**src/rtl/count_reporter.sv**
```systemverilog
// Watches two 64-bit counters, snapshots every value change with its source, buffers the
// snapshots in a small FIFO and streams each one out as a low/high pair of 32-bit beats.
module count_reporter #(
    parameter int DEPTH  = 4,
    parameter int DROP_W = 16
) (
    input  logic                     Clk,
    input  logic                     Reset,
    input  logic [63:0]              Count0,
    input  logic [63:0]              Count1,
    input  logic                     Out_Ready,
    output logic                     Out_Valid,
    output logic [31:0]              Out_Data,
    output logic                     Out_Last,
    output logic                     Out_Src,
    output logic [$clog2(DEPTH):0]   Fifo_Level,
    output logic [DROP_W-1:0]        Drop_Cnt
);

    localparam int AW = $clog2(DEPTH);
    localparam int LW = AW + 1;

    logic [63:0]       prev0_r, prev1_r;
    logic [63:0]       val0_r, val1_r;
    logic              pend0_r, pend1_r;
    logic              last_grant_r;
    logic [63:0]       mem_val_r [DEPTH];
    logic              mem_src_r [DEPTH];
    logic [AW-1:0]     wr_ptr_r, rd_ptr_r;
    logic [LW-1:0]     level_r;
    logic              phase_r;
    logic [DROP_W-1:0] drop_r;

    logic              chg0_s, chg1_s;
    logic              full_s, empty_s;
    logic              beat_s, pop_s, can_push_s;
    logic              grant0_s, grant1_s, push_s;
    logic [63:0]       push_val_s;
    logic [1:0]        drop_inc_s;
    logic [DROP_W:0]   drop_sum_s;
    logic [DROP_W-1:0] drop_next_s;
    logic [LW-1:0]     level_next_s;
    logic [63:0]       head_val_s;
    logic              head_src_s;

    assign chg0_s     = (Count0 != prev0_r);
    assign chg1_s     = (Count1 != prev1_r);
    assign full_s     = (level_r == LW'(DEPTH));
    assign empty_s    = (level_r == {LW{1'b0}});
    assign beat_s     = !empty_s && Out_Ready;
    assign pop_s      = beat_s && phase_r;
    // A slot freed by this edge's pop can be refilled on the same edge.
    assign can_push_s = !full_s || pop_s;
    assign head_val_s = mem_val_r[rd_ptr_r];
    assign head_src_s = mem_src_r[rd_ptr_r];

    // Arbitration between the two pending snapshots; ties alternate away from the last winner.
    always_comb begin
        grant0_s = 1'b0;
        grant1_s = 1'b0;
        case ({can_push_s, pend0_r, pend1_r})
            3'b111: begin
                if (last_grant_r) begin
                    grant0_s = 1'b1;
                end else begin
                    grant1_s = 1'b1;
                end
            end
            3'b110:  grant0_s = 1'b1;
            3'b101:  grant1_s = 1'b1;
            default: begin
                grant0_s = 1'b0;
                grant1_s = 1'b0;
            end
        endcase
        push_s     = grant0_s || grant1_s;
        push_val_s = grant1_s ? val1_r : val0_r;
    end

    // Coalesce accounting: an overwritten, ungranted pending value is a lost snapshot.
    always_comb begin
        drop_inc_s = {1'b0, chg0_s && pend0_r && !grant0_s}
                   + {1'b0, chg1_s && pend1_r && !grant1_s};
        drop_sum_s = {1'b0, drop_r} + (DROP_W+1)'(drop_inc_s);
        if (drop_sum_s[DROP_W]) begin
            drop_next_s = {DROP_W{1'b1}};
        end else begin
            drop_next_s = drop_sum_s[DROP_W-1:0];
        end
    end

    // Next FIFO occupancy; a simultaneous push and pop leaves it unchanged.
    always_comb begin
        level_next_s = level_r;
        case ({push_s, pop_s})
            2'b10:   level_next_s = level_r + LW'(1);
            2'b01:   level_next_s = level_r - LW'(1);
            default: level_next_s = level_r;
        endcase
    end

    // Previous-value history used for change detection.
    always_ff @(posedge Clk or negedge Reset) begin
        if (!Reset) begin
            prev0_r <= 64'd0;
            prev1_r <= 64'd0;
        end else begin
            prev0_r <= Count0;
            prev1_r <= Count1;
        end
    end

    // Pending snapshot per source, round-robin memory and the drop counter.
    always_ff @(posedge Clk or negedge Reset) begin
        if (!Reset) begin
            pend0_r      <= 1'b0;
            pend1_r      <= 1'b0;
            val0_r       <= 64'd0;
            val1_r       <= 64'd0;
            last_grant_r <= 1'b1;
            drop_r       <= {DROP_W{1'b0}};
        end else begin
            if (chg0_s) begin
                pend0_r <= 1'b1;
                val0_r  <= Count0;
            end else if (grant0_s) begin
                pend0_r <= 1'b0;
            end
            if (chg1_s) begin
                pend1_r <= 1'b1;
                val1_r  <= Count1;
            end else if (grant1_s) begin
                pend1_r <= 1'b0;
            end
            if (push_s) begin
                last_grant_r <= grant1_s;
            end
            drop_r <= drop_next_s;
        end
    end

    // Snapshot FIFO storage, pointers, occupancy and beat phase.
    always_ff @(posedge Clk or negedge Reset) begin
        if (!Reset) begin
            for (int i = 0; i < DEPTH; i++) begin
                mem_val_r[i] <= 64'd0;
                mem_src_r[i] <= 1'b0;
            end
            wr_ptr_r <= {AW{1'b0}};
            rd_ptr_r <= {AW{1'b0}};
            level_r  <= {LW{1'b0}};
            phase_r  <= 1'b0;
        end else begin
            if (push_s) begin
                mem_val_r[wr_ptr_r] <= push_val_s;
                mem_src_r[wr_ptr_r] <= grant1_s;
                wr_ptr_r            <= wr_ptr_r + AW'(1);
            end
            if (pop_s) begin
                rd_ptr_r <= rd_ptr_r + AW'(1);
            end
            if (beat_s) begin
                phase_r <= !phase_r;
            end
            level_r <= level_next_s;
        end
    end

    // Beat presentation from the FIFO head; zeros while nothing is buffered.
    always_comb begin
        Out_Valid = !empty_s;
        Out_Data  = 32'd0;
        Out_Last  = 1'b0;
        Out_Src   = 1'b0;
        if (!empty_s) begin
            Out_Data = phase_r ? head_val_s[63:32] : head_val_s[31:0];
            Out_Last = phase_r;
            Out_Src  = head_src_s;
        end else begin
            Out_Data = 32'd0;
            Out_Last = 1'b0;
            Out_Src  = 1'b0;
        end
    end

    assign Fifo_Level = level_r;
    assign Drop_Cnt   = drop_r;

endmodule
```
**config.mk**
```make
export PLATFORM = sky130hd
export DESIGN_NAME = count_reporter
export DESIGN_NICKNAME = d
export VERILOG_FILES = /design/src/rtl/count_reporter.sv
export SDC_FILE = /design/constraint.sdc
export NUM_CORES = 1
export LEC_CHECK = 0
export ABC_AREA = 1
export BUFFER_PORTS_ARGS = -buffer_cell sky130_fd_sc_hd__buf_2
export CAP_MARGIN = 20
export CORE_UTILIZATION = 32
export CTS_BUF_LIST = sky130_fd_sc_hd__clkbuf_2 sky130_fd_sc_hd__clkbuf_4 sky130_fd_sc_hd__clkbuf_8
export DETAILED_ROUTE_END_ITERATION = 8
export HOLD_SLACK_MARGIN = 0.1
export PLACE_DENSITY = 0.52
export SETUP_SLACK_MARGIN = 0.02
export SYNTH_ARGS = -nofsm -noshare
export SYNTH_HDL_FRONTEND = slang
export SYNTH_SLANG_ARGS = --single-unit
```
**constraint.sdc**
```tcl
create_clock -name Clk -period 4.7 [get_ports Clk]
set_clock_uncertainty 0.05 [all_clocks]
set_input_delay 0.47 -clock Clk [delete_from_list [all_inputs] [get_ports Clk]]
set_output_delay 0.47 -clock Clk [all_outputs]
set_load 0.005 [all_outputs]
```
Word-level counts from Yosys, hierarchy flattened
Cells that the tools add are included.

Mux-type cells: 27. $add $sub $neg: 6. Reductions and logical operators: 18. Order comparisons: 3. Equal/unequal tests: 8. Bitwise operators: 2.

Operator list (number): $bwmux 256 (1); $mux 64 (4); $bmux 64 s2 (1); $demux 64 s2 (1); $ne 64x64->1 (2); $mux 32 (2); $add 16x2->17 (1); $mux 16 (1); $eq 3x3->1 const B (4); $mux 1 (11); $logic_and 1x1->1 (7); $ge 3x3->1 const B (2); $not 2->3 (2); $pmux 3 s2 (1); $reduce_bool 2->1 (3); $logic_not 1->1 (5); $add 2x1->2 const B (2); $bwmux 4 (1); $pmux 1 s2 (2); $add 3x1->3 const B (1); $logic_not 3->1 (1); $lt 3x1->1 const B (1); $sub 3x1->3 const B (1); $add 1x1->2 (1); 5 further kinds (6).

Input port bits: 131. Output and inout port bits: 54. Bits in registers: 543.

Depth between registers and ports, before layout
Gate-level depths: netlist of run 1.

Depth after elaboration: 12. Gate-level depth with buffers: 24. Mapped depth without buffers: 21.

Worst setup path after synthesis of run 1
OpenSTA, ideal clock, no wires.

Path kind: input to register. Start: input port Count1[9]. End: register drop_r[11], in the netlist Drop_Cnt[11]. Setup slack: 1.291 ns. Buffers on the path: 3. Stages: 24. Data arrival time: 3.290 ns. Setup time: 0.069 ns. Cell sequence: nand2_1 > inv_1 > nor2_1 > nor2_1 > nand2_1 > nor2_1 > nand2_1 > nor2_1 > nand2_1 > clkbuf_1 > clkbuf_1 > nand3_1 > fa_1 > inv_1 > ha_1 > nand2_1 > nor3_1 > nand3_1 > inv_1 > nand2_1 > inv_1 > nand3_1 > buf_2 > nand3_1.

Cells in the longest elaborated chain, start to end: 6.

Ends and longest elaborated chain: start, declared (line 10) `input logic [63:0] Count1,`; $ne 64x64->1 (line 47) `assign chg1_s = (Count1 != prev1_r);`; $logic_and 1x1->1 (2 in a row) (line 83) `+ {1'b0, chg1_s && pend1_r && !grant1_s};`; $add 1x1->2 (line 83); $add 16x2->17 (line 84) `drop_sum_s = {1'b0, drop_r} + (DROP_W+1)'(drop_inc_s);`; $mux 16 (line 85) `if (drop_sum_s[DROP_W]) begin`; named net drop_next_s[11] (line 41) `logic [DROP_W-1:0] drop_next_s;`; end signal, assigned (line 121) `drop_r <= {DROP_W{1'b0}};`; end signal, assigned (line 138) `drop_r <= drop_next_s;`; end, declared (line 32) `logic [DROP_W-1:0] drop_r;`.

The timed path passes the listed nets, and every way through them passes these cells. A chain may end at the register's enable or synchronous reset.

Final worst setup path of run 1
Start: register level_r[0], in the netlist Fifo_Level[0]. End: register drop_r[10], in the netlist Drop_Cnt[10].

Cells in the longest elaborated chain, start to end: 12. Elaborated cells on any way between the ends: 19. Classes of those cells: 2 x add/sub; 4 x eq/ne; 3 x mux; 10 x reduce/logical.

Ends and longest elaborated chain: start, declared (line 30) `logic [LW-1:0] level_r;`; start signal, assigned (line 151) `level_r <= {LW{1'b0}};`; start signal, assigned (line 165) `level_r <= level_next_s;`; $logic_not 3->1 (line 49) `assign empty_s = (level_r == {LW{1'b0}});`; $logic_not 1->1; $logic_and 1x1->1 (line 50) `assign beat_s = !empty_s && Out_Ready;`; $logic_and 1x1->1 (line 51) `assign pop_s = beat_s && phase_r;`; $logic_or 1x1->1 (*) (line 53) `assign can_push_s = !full_s || pop_s;`; $eq 3x3->1 (line 61) `case ({can_push_s, pend0_r, pend1_r})`; $pmux 1 s2 (line 61); $logic_not 1->1 (on tied branches) (line 82, 83); $logic_and 1x1->1 (on tied branches) (line 82, 83); $add 1x1->2 (*) (line 83); $add 16x2->17 (*) (line 84); $mux 16 (*) (line 85); named net drop_next_s[10] (line 41).

The timed path passes the listed nets; every way through them passes the cells marked *.

==> run summary, run 1 <==
insertion delay of the later-clocked pin in the worst-skew pair - 710 ps
Least-Margin Pin Slew - 1030 ps
Die W - 282 µm
worst endpoint required time - 5240 ps
Final setup viols - 0
row count - 102
Initial Utilization - 32.4%
share of layout cells above drive strength 1 - 11.6%
vias in the first global route - 21702
CTS tree - yes
gr usage total - 20.4%
initial antenna violation count - 3
Top FF cell, synth - dfrtp_1
CTS Hold Buffers Added - 130
Post-Syn Instances - 3346
Worst Reg-to-Reg Cells - 15
critical path class - reg2reg
synthesis-stage register bit count - 543
syn nets - 3485
most numerous cell in the Yosys netlist - nand2_1
Final ANT Viol Nets - 0
Fillers - 8221
status - finished clean
Post-synth EDFFs - 0
clock slew at reported path FFs - 60 ps
Critical Path Source Type - flop
Synth Cell Area - 0.0251 mm²
worst-path maximum fanout - 14
# DRC - 0
IO Port Bufs - 184
routability congestion estimate - 0.804
Post-Synth XOR/XNOR Area - 0.802%
core box area - 0.0776 mm²
fin nets - 3782
setup TNS - 0 ps
Multi-input gate area - 0.00998 mm²
RSZ-0062 raised after global routing - false
Congestion Overflow GR - 0
Synth area leader - dfrtp_1
final setup margin - 818 ps
root buffer cell - clkbuf_8
drt wl/cell - 16.9 µm
routed via count - 22181
chip height - 282 µm
multiplexer share of the synthesized area - 0%
Vias/cell - 4.66
main area contributors after synthesis - dfrtp_1 (54%), nand2_1 (25%), nor2_1 (4.7%)
mean area per synthesized cell - 7.50 µm²
total CTS buffers - 99
Critical Path End Type - flop
post_cts resized - 0
Longest Clk Path Bufs - 3
fin crit share - 82.6%
post-synthesis sequential area ratio - 54.1%
relative slew slack - 31.4%
Synth Area in Adders - 0.458%
H-tree depth - 3
first-pass GRT wire length - 126000 µm
WL final - 80200 µm
f_max - 0.258 GHz
Critical Path AT - 4420 ps
DP HPWL - 50500 µm
Clock Sinks - 543
largest family of logic cells by synthesized area - simple AND/OR/NAND/NOR gates
Simple-Gate Fraction of Synth Area - 33.6%
worst hold path type - in2async
Setup Buffers After CTS - 0
pre-CTS setup slack - 748 ps
top cell type's share of synthesized area - 54.0%
FFs w/ async S/R, synth - 100%
Die Area - 0.0796 mm²
initial DRC count - 1399
max-slew violation count - 0
fin crit period - 3880 ps
yosys warns - 0
PwrDens - 628 mW/mm²
largest net degree at the start of global routing - 96
Final Hold Viols - 0
max cap viols - 0
Pre-antenna DRT Iters - 5
Synth top cells by count - nand2_1 (1663), dfrtp_1 (542), nor2_1 (315), inv_1 (216), nand3_1 (174)
Area growth syn-to-layout - 21.4%
Pleak - 16.5 nW
maximum VDD drop - 0.000431 V
synth unique cells - 31
Compound-Gate Fraction of Synth Area - 4.68%
IO Pins - 185
register area - 0.0136 mm²
==> routing by layer <==
| metal | share of wire [%] | vias to the layer above | track usage [%] |
|---|---|---|---|
| li1 | - | 10861 | - |
| met1 | 47 | 10740 | 28.6 |
| met2 | 47 | 488 | 32.9 |
| met3 | 4.4 | 92 | 2.79 |
| met4 | 1.7 | 0 | 5.56 |
| met5 | 0 | - | 0 |
==> power breakdown <==
| group | leakage, nW | internal [mW] | total, mW | switching [mW] |
|---|---|---|---|---|
| Clock | 1.11 | 2.73 | 4.79 | 2.05 |
| Sequential | 6.58 | 5.94 | 6.57 | 0.630 |
| Combinational | 8.78 | 2.27 | 7.78 | 5.51 |
==> per-stage QoR <==
stage                     instance area [µm²]  hold slack (ps)  utilization, %  instances  total power, mW
after detailed placement                27100              409            34.9       4452             14.3
after CTS                               30500              340            39.3       4758             19.3
after global placement                  27100              403            34.9       4452             14.3
after global routing                    30500              386            39.3       4759             20.5
final                                   30500              330            39.3       4759             19.1
after floorplan                         25100              124               -       3346             11.3
==> registers in the layout, indices dropped and copies added (netlist names) <==
signal	count
val1_r	64
wr_ptr_r	2
mem_val_r	256
Drop_Cnt	16
Fifo_Level	3
rd_ptr_r	2
pend0_r	1
prev0_r	64
prev1_r	64
mem_src_r	4
last_grant_r	1
phase_r	1
val0_r	64
pend1_r	1
==> cell type report <==
class	count	share of cell area (%)
Multi-Input combinational cell	2419	32.8
Clock buffer	158	6.42
Antenna cell	1	0.00821
Tap cell	1040	4.27
Timing Repair Buffer	356	8.65
Sequential cell	543	44.6
Clock inverter	18	0.530
Inverter	224	2.77
==> cell usage in the layout (no fill, tap or decap), drive strengths merged <==
cell,n
a21boi,1
a21oi,5
buf,226
bufinv,2
clkbuf,158
clkinv,12
clkinvlp,7
dfrtp,542
dfstp,1
diode,1
dlygate4sd3,130
fa,2
ha,6
inv,221
nand2,1668
nand3,174
nand3b,4
nor2,318
nor3,7
o21a,2
o21ai,143
o22ai,64
or2,2
xnor2,2
xor2,21
==> final timing paths <==
check	from	to	slack, ps
worst min register to register	last_grant_r$_DFFE_PN1P_	last_grant_r$_DFFE_PN1P_	410
worst min-delay path	Reset	prev0_r[20]$_DFF_PN0_	330
max in group asynchronous	Reset	prev0_r[38]$_DFF_PN0_	3070
worst max-delay path	Fifo_Level[0]$_DFFE_PN0P_	Drop_Cnt[10]$_DFF_PN0_	820
min in group Clk	Count1[27]	prev1_r[27]$_DFF_PN0_	410
worst max register to register	Fifo_Level[0]$_DFFE_PN0P_	Drop_Cnt[10]$_DFF_PN0_	820
==> logic make-up (layout without fill, tap and decap cells) <==
logic type,Yosys count,in the layout
adders and majority gates,8,8
xor gates and xnor gates,23,23
and+or+nand+nor,2173,2173
AOI/OAI and AO/OA,215,215
buffers and inverters,384,756
DFF,543,543
other,0,1
==> critical path, cell delays in order (launching register included) <==
cell,delay [ps]
dfrtp_1,450
nor3_1,590
nand2_2,210
nand3b_1,160
nand3_1,110
fa_1,440
inv_1,80
ha_1,160
nand2_1,70
nor3_1,290
nand3_1,200
inv_1,110
nand2_1,60
inv_1,100
nand3_1,420
nand3b_1,260
Power figures use the tool's default switching activity.
==> inputs of run 2 (changes only) <==
--- a/config.mk
+++ b/config.mk
@@ -12,7 +12,7 @@
 export CTS_BUF_LIST = sky130_fd_sc_hd__clkbuf_2 sky130_fd_sc_hd__clkbuf_4 sky130_fd_sc_hd__clkbuf_8
 export DETAILED_ROUTE_END_ITERATION = 8
 export HOLD_SLACK_MARGIN = 0.1
-export PLACE_DENSITY = 0.52
+export PLACE_DENSITY = 0.53
 export SETUP_SLACK_MARGIN = 0.02
 export SYNTH_ARGS = -nofsm -noshare
 export SYNTH_HDL_FRONTEND = slang
==> constraint.sdc (replaced) <==
create_clock -name Clk -period 3.3 [get_ports Clk]
set_clock_uncertainty 0.05 [all_clocks]
set_input_delay 0.33 -clock Clk [delete_from_list [all_inputs] [get_ports Clk]]
set_output_delay 0.33 -clock Clk [all_outputs]
set_load 0.005 [all_outputs]
==> run summary, run 2 (same netlist as run 1, synthesis figures left out) <==
status - finished clean
Pre-antenna DRT Iters - 5
max reg flops - 256
post-place instance area - 0.0276 mm²
maximum VDD drop - 0.000622 V
gr usage total - 20.3%
insertion delay of the later-clocked pin in the worst-skew pair - 690 ps
first-pass GRT wire length - 125000 µm
Critical Path End Type - output pin
fin nets - 3818
max-slew violation count - 0
fin crit period - 3190 ps
Clock Sinks - 543
initial antenna violation count - 1
H-tree depth - 3
# DRC - 0
final setup margin - 109 ps
Area growth syn-to-layout - 23.5%
row count - 102
Critical Path AT - 2810 ps
critical path class - reg2out
worst-path maximum fanout - 56
Congestion Overflow GR - 0
Final ANT Viol Nets - 0
Final Hold Viols - 0
f_max - 0.313 GHz
share of layout cells above drive strength 1 - 12.8%
clock slew at reported path FFs - 70 ps
IO Pins - 185
Final setup viols - 0
Fillers - 8195
routability congestion estimate - 0.803
hold slack final - 160 ps
largest net degree at the start of global routing - 86
drt wl/cell - 16.7 µm
worst hold path type - in2async
Critical Path Source Type - flop
PwrDens - 882 mW/mm²
Least-Margin Pin Slew - 899 ps
fin crit share - 96.7%
root buffer cell - clkbuf_8
chip height - 282 µm
post-route cell area - 0.0310 mm²
RSZ-0062 raised after global routing - false
most frequent cells in the layout - nand2_1 (1656), dfrtp_1 (540), nor2_1 (305), inv_1 (214), buf_2 (184)
relative slew slack - 40.1%
vias in the first global route - 21521
Die Area - 0.0796 mm²
DP HPWL - 50800 µm
commonest non-fill, non-tap cell in the layout - nand2_1
IO Port Bufs - 184
Pleak - 16.7 nW
routed via count - 22198
Longest Clk Path Bufs - 3
max cap viols - 0
total CTS buffers - 97
Die W - 282 µm
initial DRC count - 1337
Largest Register - mem_val_r
worst endpoint required time - 2920 ps
Initial Utilization - 32.4%
Vias/cell - 4.63
CTS tree - yes
WL final - 80300 µm
pre-CTS setup slack - -179 ps
core box area - 0.0776 mm²
==> run 2: changes by cell type in the layout (fill, tap and decap cells not counted), sizes merged <==
cell      delta
clkinvlp     -6
buf         +38
bufinv       -2
diode        +1
clkinv       -5
clkbuf       +8
inv          +2
==> run 2: per-stage QoR <==
stage	total power, mW	setup TNS (ps)	std cells	util [%]
floorplan	16.1	0	3346	-
global placement	20.5	-892	4489	35.6
detailed placement	20.6	-2010	4489	35.6
CTS	27.6	0	4792	39.9
global route	29.3	0	4794	40.0
finish	27.3	0	4795	40.0
==> run 2: worst paths after layout <==
path	start	end	slack, ps	cells past startpoint
min reg2reg	last_grant_r$_DFFE_PN1P_	last_grant_r$_DFFE_PN1P_	420	2
max	rd_ptr_r[1]$_DFFE_PN0P_	Out_Data[25]	110	7
max in group asynchronous	Reset	prev1_r[58]$_DFF_PN0_	2060	4
max reg2reg	prev1_r[61]$_DFF_PN0_	Drop_Cnt[5]$_DFF_PN0_	220	21
min	Reset	prev0_r[17]$_DFF_PN0_	160	2
min in group Clk	Count0[23]	prev0_r[23]$_DFF_PN0_	270	2
==> run 2: per-layer routing <==
layer | track usage (%) | routed length, µm | part of all wire [%]
met1 | 27.8 | 36900 | 46
met2 | 32.2 | 37000 | 46
met3 | 3.63 | 4400 | 5.5
met4 | 7.05 | 2020 | 2.5
met5 | 0 | 0 | 0
==> run 2: timing repair <==
| action | in CTS | in global routing |
|---|---|---|
| resized for setup | 2 | 14 |
| gates cloned | 0 | 1 |
| pin swaps | 0 | 3 |
| buffers inserted | 0 | 0 |
| setup endpoints to repair | 16 | 16 |
| endpoints found under the hold margin | 520 | 0 |
| hold buffers | 130 | 0 |
==> run 2: cell type report <==
class,count,area (µm²),area share [%]
Sequential cell,543,13600,43.8
Inverter,224,842,2.72
Clock buffer,166,2020,6.50
Timing Repair Buffer,394,3180,10.3
Tap cell,1040,1300,4.20
Multi-Input combinational cell,2419,10000,32.3
Clock inverter,7,41.3,0.133
Antenna cell,2,5.00,0.0161
==> run 2: worst max-delay path: stages, from the launching register on <==
cell and delay [ps]:
dfrtp_2 630, inv_1 210, buf_12 320, o21ai_0 150
o22ai_1 240, nand3_1 180, nand2_1 200, buf_2 150
==> run 2: where the power goes <==
part	leakage (nW)	switching (mW)	total [mW]	internal, mW
logic	9.06	7.71	11.2	3.48
clock network	1.11	2.86	6.67	3.81
registers	6.58	1.01	9.48	8.47
total	16.7	11.6	27.3	15.8
